**src/rtl/truth_table_pkg.sv**
```systemverilog
// Shared types and limits for the truth-table sequencer.
//   state_t    : sequencer FSM states (IDLE, RUN, DONE)
//   MAX_INPUTS : largest supported NUM_INPUTS
package truth_table_pkg;

  typedef enum logic [1:0] {
    IDLE = 2'd0,
    RUN  = 2'd1,
    DONE = 2'd2
  } state_t;

  localparam int unsigned MAX_INPUTS = 6;

endpackage

```
**src/rtl/settle_counter.sv**
```systemverilog
// Settle counter: counts the cycles the current vector has been applied.
// Ports:
//   clk   - clock, rising edge
//   rst   - synchronous active-high reset
//   clr   - synchronous clear (start of a new sweep)
//   en    - count enable (asserted while sweeping)
//   tick  - high on the last settle cycle of the current vector
module settle_counter #(
  parameter int unsigned SETTLE_CYCLES = 1
) (
  input  logic clk,
  input  logic rst,
  input  logic clr,
  input  logic en,
  output logic tick
);

  localparam logic [3:0] LAST_CNT = 4'(SETTLE_CYCLES - 1);

  logic [3:0] cnt_q;
  logic [3:0] cnt_d;

  assign tick = en && (cnt_q == LAST_CNT);

  always_comb begin
    cnt_d = cnt_q;
    if (clr) begin
      cnt_d = '0;
    end else if (en) begin
      cnt_d = tick ? '0 : cnt_q + 4'd1;
    end
  end

  always_ff @(posedge clk) begin
    if (rst) begin
      cnt_q <= '0;
    end else begin
      cnt_q <= cnt_d;
    end
  end

endmodule

```
**src/rtl/truth_table_sequencer.sv**
```systemverilog
// Truth-table sequencer: sweeps every input vector of a gate under test,
// holds each for SETTLE_CYCLES cycles, samples the gate response on the last
// settle cycle and compares it against a golden truth table.
// Ports:
//   clk        - clock, rising edge
//   rst        - synchronous active-high reset
//   start      - one-cycle pulse requesting a sweep (ignored while busy)
//   expected   - golden output, bit i for input vector i
//   gate_in    - vector driven to the gate under test
//   gate_out   - gate response
//   busy       - sweep in progress
//   done       - sweep complete, held until next accepted start or reset
//   pass       - all samples matched (valid while done)
//   fail_index - first mismatching vector (valid while done and !pass)
//   captured   - sampled gate_out per vector index
module truth_table_sequencer
  import truth_table_pkg::*;
#(
  parameter int unsigned NUM_INPUTS    = 2,
  parameter int unsigned SETTLE_CYCLES = 1
) (
  input  logic                         clk,
  input  logic                         rst,
  input  logic                         start,
  input  logic [(1<<NUM_INPUTS)-1:0]   expected,
  output logic [NUM_INPUTS-1:0]        gate_in,
  input  logic                         gate_out,
  output logic                         busy,
  output logic                         done,
  output logic                         pass,
  output logic [NUM_INPUTS-1:0]        fail_index,
  output logic [(1<<NUM_INPUTS)-1:0]   captured
);

  localparam int unsigned          NVEC     = 1 << NUM_INPUTS;
  localparam logic [NUM_INPUTS:0]  LAST_VEC = (NUM_INPUTS + 1)'(NVEC - 1);
  localparam logic [NUM_INPUTS:0]  VEC_ONE  = (NUM_INPUTS + 1)'(1);

  state_t                  state_q, state_d;
  logic [NUM_INPUTS:0]     vec_q, vec_d;
  logic [NVEC-1:0]         captured_q, captured_d;
  logic                    mismatch_q, mismatch_d;
  logic [NUM_INPUTS-1:0]   fail_q, fail_d;
  logic [NUM_INPUTS-1:0]   gate_in_q, gate_in_d;
  logic                    busy_q, busy_d;
  logic                    done_q, done_d;
  logic                    pass_q, pass_d;
  logic                    cnt_clr, cnt_en, tick;
  logic [NUM_INPUTS-1:0]   vec_idx;

  assign vec_idx = vec_q[NUM_INPUTS-1:0];

  settle_counter #(
    .SETTLE_CYCLES(SETTLE_CYCLES)
  ) u_settle (
    .clk  (clk),
    .rst  (rst),
    .clr  (cnt_clr),
    .en   (cnt_en),
    .tick (tick)
  );

  always_comb begin
    state_d    = state_q;
    vec_d      = vec_q;
    captured_d = captured_q;
    mismatch_d = mismatch_q;
    fail_d     = fail_q;
    cnt_clr    = 1'b0;
    cnt_en     = 1'b0;

    unique case (state_q)
      IDLE, DONE: begin
        if (start) begin
          state_d    = RUN;
          vec_d      = '0;
          captured_d = '0;
          mismatch_d = 1'b0;
          fail_d     = '0;
          cnt_clr    = 1'b1;
        end
      end
      RUN: begin
        cnt_en = 1'b1;
        if (tick) begin
          captured_d[vec_idx] = gate_out;
          // Only the first mismatch is recorded.
          if ((gate_out != expected[vec_idx]) && !mismatch_q) begin
            mismatch_d = 1'b1;
            fail_d     = vec_idx;
          end
          vec_d = vec_q + VEC_ONE;
          if (vec_q == LAST_VEC) begin
            state_d = DONE;
          end
        end
      end
      default: state_d = IDLE;
    endcase

    // Outputs are registered from next-state values so they line up with
    // the state register while keeping gate_out off any output path.
    unique case (state_d)
      RUN:     gate_in_d = vec_d[NUM_INPUTS-1:0];
      DONE:    gate_in_d = gate_in_q;
      default: gate_in_d = '0;
    endcase
    busy_d = (state_d == RUN);
    done_d = (state_d == DONE);
    pass_d = (state_d == DONE) && !mismatch_d;
  end

  always_ff @(posedge clk) begin
    if (rst) begin
      state_q    <= IDLE;
      vec_q      <= '0;
      captured_q <= '0;
      mismatch_q <= 1'b0;
      fail_q     <= '0;
      gate_in_q  <= '0;
      busy_q     <= 1'b0;
      done_q     <= 1'b0;
      pass_q     <= 1'b0;
    end else begin
      state_q    <= state_d;
      vec_q      <= vec_d;
      captured_q <= captured_d;
      mismatch_q <= mismatch_d;
      fail_q     <= fail_d;
      gate_in_q  <= gate_in_d;
      busy_q     <= busy_d;
      done_q     <= done_d;
      pass_q     <= pass_d;
    end
  end

  assign gate_in    = gate_in_q;
  assign busy       = busy_q;
  assign done       = done_q;
  assign pass       = pass_q;
  assign fail_index = fail_q;
  assign captured   = captured_q;

endmodule
```
**config.mk**
```make
export PLATFORM = sky130hd
export DESIGN_NAME = truth_table_sequencer
export DESIGN_NICKNAME = d
export VERILOG_FILES = /design/src/rtl/truth_table_pkg.sv /design/src/rtl/settle_counter.sv /design/src/rtl/truth_table_sequencer.sv
export SDC_FILE = /design/constraint.sdc
export NUM_CORES = 1
export LEC_CHECK = 0
export CAP_MARGIN = 20
export CELL_PAD_IN_SITES_DETAIL_PLACEMENT = 0
export CELL_PAD_IN_SITES_GLOBAL_PLACEMENT = 1
export CORE_AREA = 2 2 57 59
export DETAILED_ROUTE_END_ITERATION = 10
export DIE_AREA = 0 0 59 61
export HOLD_SLACK_MARGIN = 0.12
export PLACE_DENSITY_LB_ADDON = 0.3
export SYNTH_ARGS = -nofsm -noshare
export SYNTH_HDL_FRONTEND = slang
export SYNTH_SLANG_ARGS = --single-unit
```
**constraint.sdc**
```tcl
create_clock -name clk -period 1.55 [get_ports clk]
set_input_delay 0.3875 -clock clk [delete_from_list [all_inputs] [get_ports clk]]
set_output_delay 0.3875 -clock clk [all_outputs]
set_load 0.01 [all_outputs]
```
Word-level counts from Yosys, hierarchy flattened
Cells that the tools add are included.
{"block": "classes", "n_addsub": 2, "magnitude_cmp": 2, "eq_ne": 9, "mux": 28, "n_reduce_logical": 13}
{"cell": "two-way mux 2 bit", "n": 6}
{"cell": "two-way mux 4 bit", "n": 3}
{"cell": "one-hot mux 2 bit (2 select lines)", "n": 3}
{"cell": "two-way mux 1 bit", "n": 8}
{"cell": "one-hot mux 4 bit (2 select lines)", "n": 1}
{"cell": "two-way mux 3 bit", "n": 2}
{"cell": "one-hot mux 3 bit (2 select lines)", "n": 1}
{"cell": "adder 4 x 1 -> 4 bit (second input constant)", "n": 1}
{"cell": "bitwise mux 4 bit", "n": 1}
{"cell": "== test 2 x 1 -> 1 bit (second input constant)", "n": 2}
{"cell": "== test 2 bit (second input constant)", "n": 2}
{"cell": "logical AND 1 bit", "n": 4}
{"cell": "logical NOT 4 bit", "n": 1}
{"cell": "inequality test 2 bit (second input constant)", "n": 2}
{"cell": "AND reduction 4 bit", "n": 1}
{"cell": "OR reduction 2 bit", "n": 2}
{"cell": "adder 3 x 1 -> 3 bit (second input constant)", "n": 1}
{"cell": "== test 3 x 2 -> 1 bit (second input constant)", "n": 1}
{"cell": "less-than comparator 2 x 3 -> 1 bit (second input constant)", "n": 1}
{"cell": "AND reduction 3 bit", "n": 1}
{"cell": "binary-select mux 1 bit (select 2 bit)", "n": 1}
{"cell": "demux 1 bit (select 2 bit)", "n": 1}
{"cell": ">= comparator 2 x 1 -> 1 bit (second input constant)", "n": 1}
{"cell": "logical NOT 1 bit", "n": 2}
{"cell": "5 further kinds", "n": 5}
{"block": "totals", "ff_bits": 21, "in_bits": 8, "output_inout_bits": 11, "word_cells": 65}

Logic depth before layout (Yosys ltp)
{"block": "depth", "word_depth": 9, "mapped_depth": 7, "depth_no_buf": 6}

Modules after synthesis
Synthesis repeated with hierarchy kept, for this count alone.
{"block": "hier_totals", "hier_cells": 106, "hier_area_um2": 975.9}
{"mod": "truth_table_sequencer", "n_inst": 1, "cells_per_inst": 83, "area_per_inst_um2": 772.0}
{"mod": "settle_counter", "n_inst": 1, "cells_per_inst": 23, "area_per_inst_um2": 203.9}

Worst setup path after synthesis
Ideal clock, no wire load.
{"block": "synth_timing", "path_type": "register -> register", "start": "register vec_q[0]", "end": "register fail_q[1], in the netlist fail_index[1]", "setup_time_ps": 87, "arrival_ps": 1549, "required_time_ps": 1463, "setup_slack_ps": -86, "path_stages_with_launch": 5, "n_path_buf": 0, "cell_sequence": "dfxtp_1 mux4_2 xnor2_1 or3_1 o31ai_1"}
{"block": "synth_via", "elab_chain_cells": 6}
{"item": "start, declared", "line": "truth_table_sequencer.sv:40", "rtl": "logic [NUM_INPUTS:0] vec_q, vec_d;"}
{"item": "start signal, assigned", "line": "truth_table_sequencer.sv:126", "rtl": "vec_q <= vec_d;"}
{"item": "binary-select mux 1 bit (select 2 bit)", "line": "truth_table_sequencer.sv:88", "rtl": "if ((gate_out != expected[vec_idx]) && !mismatch_q) begin"}
{"item": "two-way mux 1 bit (not written as such)", "line": "truth_table_sequencer.sv:88"}
{"item": "inequality test 1 bit", "line": "truth_table_sequencer.sv:88"}
{"item": "logical AND 1 bit", "line": "truth_table_sequencer.sv:88"}
{"item": "inequality test 2 bit (no source line)"}
{"item": "AND reduction 4 bit (no source line)"}
{"item": "end signal, assigned", "line": "truth_table_sequencer.sv:129", "rtl": "fail_q <= fail_d;"}
{"item": "end, declared", "line": "truth_table_sequencer.sv:43", "rtl": "logic [NUM_INPUTS-1:0] fail_q, fail_d;"}
No other way between the ends. The select of a mux whose other input is x is not followed.
A chain may end at the register's enable or synchronous reset.

Final worst setup path
Ends and elaborated chain as after synthesis.

==> impl_metrics.tcl <==
set metrics [dict create \
    status "finished with violations" \
    violations "setup timing" \
    grt_max_degree 13 \
    fin_util_pct 49.92 \
    synth_top_area_cell "dfxtp_1" \
    powerDensity_nw_per_um2 715.6 \
    start_kind "register" \
    hold-path-cell-count 1 \
    floorplan.initialDensity_pct 33.22 \
    vias 877 \
    die_w_um 59 \
    dieArea_um2 3599 \
    track_usage_pct 14.47 \
    cp.arrival_ns 1.91 \
    leakagePower_nw 0.6400 \
    power_mw 1.055 \
    num_rows 20 \
    critPathCaptureType "register" \
    grt_pass1_wl_mm 3.781 \
    crit_required_ns 1.79 \
    maxCapViolCount 0 \
    hp-class "register to register" \
    wl_per_cell_um 13.43 \
    synth-edff-count 0 \
    first_iter_violations 25 \
    fillers 300 \
    drtPass1Iterations 4 \
    core_um2 2953 \
    slew_viol_final 0 \
    cts_sinks 21 \
    holdBufCountCts 0 \
    antenna_found_initial 0 \
    synthArstFlopShare_pct 0 \
    synth-seq-area-share_pct 42.86 \
    yosys_warnings 0 \
    path_clk_slew_ns 0.12 \
    wirelength_mm 2.336 \
    io_buffers 18 \
    ys_top_cells_by_count "dfxtp_1 (21), nor2_1 (10), ha_1 (7)" \
    via_per_inst 5.040 \
    htree_levels 1 \
    chipHeight_um 61 \
    power_switching_mw 0.2956 \
    cts_buffer_depth 2 \
    ir_worst_vdd_mv 0.5187 \
    fin_crit_ns 1.668 \
    power_switching_share_pct 28.02 \
    hpwl_mm 1.758 \
    timing.fmax_mhz 599.6 \
    yosysTopAreaCellShare_pct 42.86 \
    seqPwrFrac_pct 53.6 \
    cts_made_buffers 3 \
    syn_area_um2 980.9 \
    reg2regPathDepth 4 \
    area_growth_syn_to_layout_pct 50.25 \
    synth_area_leaders "dfxtp_1 (43%), ha_1 (8.9%), mux2i_1 (6.1%), nor2_1 (3.8%), a21oi_1 (2.6%)" \
    hold_viol 0 \
    synthDistinctLibCells 33 \
    syn-num-nets 119 \
    num_io_pins 19 \
    finalCritPeriodShare_pct 107.6 \
    grt-ovfl-total 0 \
    criticalPathCategory "register to register" \
    ant_nets 0 \
    fin_ws_ns -0.1177 \
    final-setup-viol-count 3 \
    drc 0 \
    combPwrFrac_pct 19.5 \
    ys_seq_elements 21 \
    rsz0062_at_grt "true" \
    gp_congestion 0.8197 \
    cts_tree "yes" \
    fin_nets 157 \
    root_buffer "clkbuf_4" \
    finClkSkew_ns 0.009986 \
    place_ws_ns -0.5512 \
    path_max_fanout 4 \
    avgSynthCellArea_um2 9.432 \
    grt_pass1_vias 835 \
    clk_latency_ns 0.32 \
    syn_inst 104 \
    synth_ff_type "dfxtp_1" \
    p_clk_share_pct 26.9 \
    antennaDiodeCount 0 \
    p_int_mw 0.7591 \
    worstMarginPinSlew_ns 0.3557 \
    max_slew_margin_pct 76.29 \
    drive_gt1_share_pct 30.50 \
    yosysMostFrequentCell "dfxtp_1" \
]
==> final timing paths <==
check / start / slack [ns] / end
hold reg to reg: gate_in[1]$_SDFFE_PP0P_ / 0.50 / gate_in[1]$_SDFFE_PP0P_
setup / recovery: vec_q[0]$_SDFF_PP0_ / -0.12 / fail_index[1]$_SDFFE_PP0P_
setup reg to reg: vec_q[0]$_SDFF_PP0_ / -0.12 / fail_index[1]$_SDFFE_PP0P_
hold / removal: gate_in[1]$_SDFFE_PP0P_ / 0.50 / gate_in[1]$_SDFFE_PP0P_
==> metrics by stage <==
step / setup TNS [ns] / hold WS (ns) / std cells / area [µm²]
floorplan: -0.01265 / 0.4664 / 104 / 984.7
global placement: -1.971 / 0.4668 / 168 / 1319
detailed placement: -2.394 / 0.4686 / 168 / 1319
CTS: -0.2503 / 0.4981 / 173 / 1399
global route: -0.4906 / 0.5324 / 174 / 1474
finish: -0.2087 / 0.4960 / 174 / 1474
==> per-layer routing <==
layer | global-route usage, % | part of all wire [%] | vias to the layer above
met1 | 17.19 | 44 | 424
met3 | 2.132 | 2.4 | 5
met4 | 7.792 | 2.3 | 0
li1 | - | - | 438
met2 | 25.24 | 51 | 10
met5 | 0 | 0 | -
==> layout by cell type, fill, tap and decap left out, types with 2 or more instances in the layout <==
master           Yosys  routed
nor3_1               2       2
ha_1                 7       4
or3_1                2       2
nor2b_1              4       4
nand2_1              6       5
dlygate4sd2_1        0      15
mux2i_1              6       6
clkbuf_4             0       3
nor2_1              10       9
inv_1                6       6
buf_6                0       3
clkdlybuf4s50_1      0       3
dfxtp_2              0       2
nand2b_1             3       3
a22o_1               2       2
ha_4                 0       2
buf_4                0      17
nand3_1              5       5
dfxtp_1             21      18
a21oi_1              5       4
==> power groups by stage <==
stage	clock network [mW]	registers, mW	logic (mW)
floorplan	0	0.580	0.0799
global placement	0	0.578	0.164
detailed placement	0	0.579	0.168
CTS	0.293	0.565	0.190
global route	0.317	0.568	0.221
finish	0.284	0.565	0.206
==> flip-flops by register name, summed over array words and instances (netlist names) <==
signal          count
gate_in             2
busy                1
pass                1
done                1
fail_index          2
captured            4
mismatch_q          1
state_q             2
u_settle.cnt_q      4
vec_q               3
==> area by class of cell <==
cell class,count,area [µm²],share of cell area (%)
inverter,6,22.52,1.528
multi-input combinational,72,633.1,42.95
sequential,21,426.7,28.95
clock buffer,3,22.52,1.528
timing repair buffer,38,322.8,21.90
tap,33,41.29,2.801
clock inverter,1,5.005,0.3396
==> cell families (layout without fill, tap and decap cells) <==
group,Yosys count,after routing,synth area share (%)
and+or+nand+nor,38,38,20.28
DFF,21,21,42.86
AOI/OAI and AO/OA,17,17,12.25
buffers and inverters,11,48,4.592
adders and majority gates,7,7,8.928
muxes,7,7,8.418
xor gates and xnor gates,3,3,2.679
==> critical path, stage by stage, from the launching register on <==
cell,delay (ns)
dfxtp_4,0.38
mux4_2,0.56
xnor2_4,0.17
or3_1,0.33
o31ai_2,0.17
==> what timing repair did <==
action | CTS | global route
pin swaps | 4 | 8
setup endpoints to repair | 17 | 9
buffers inserted | 2 | 1
resized for setup | 32 | 11
No activity file was read; power rests on OpenSTA's default activity.
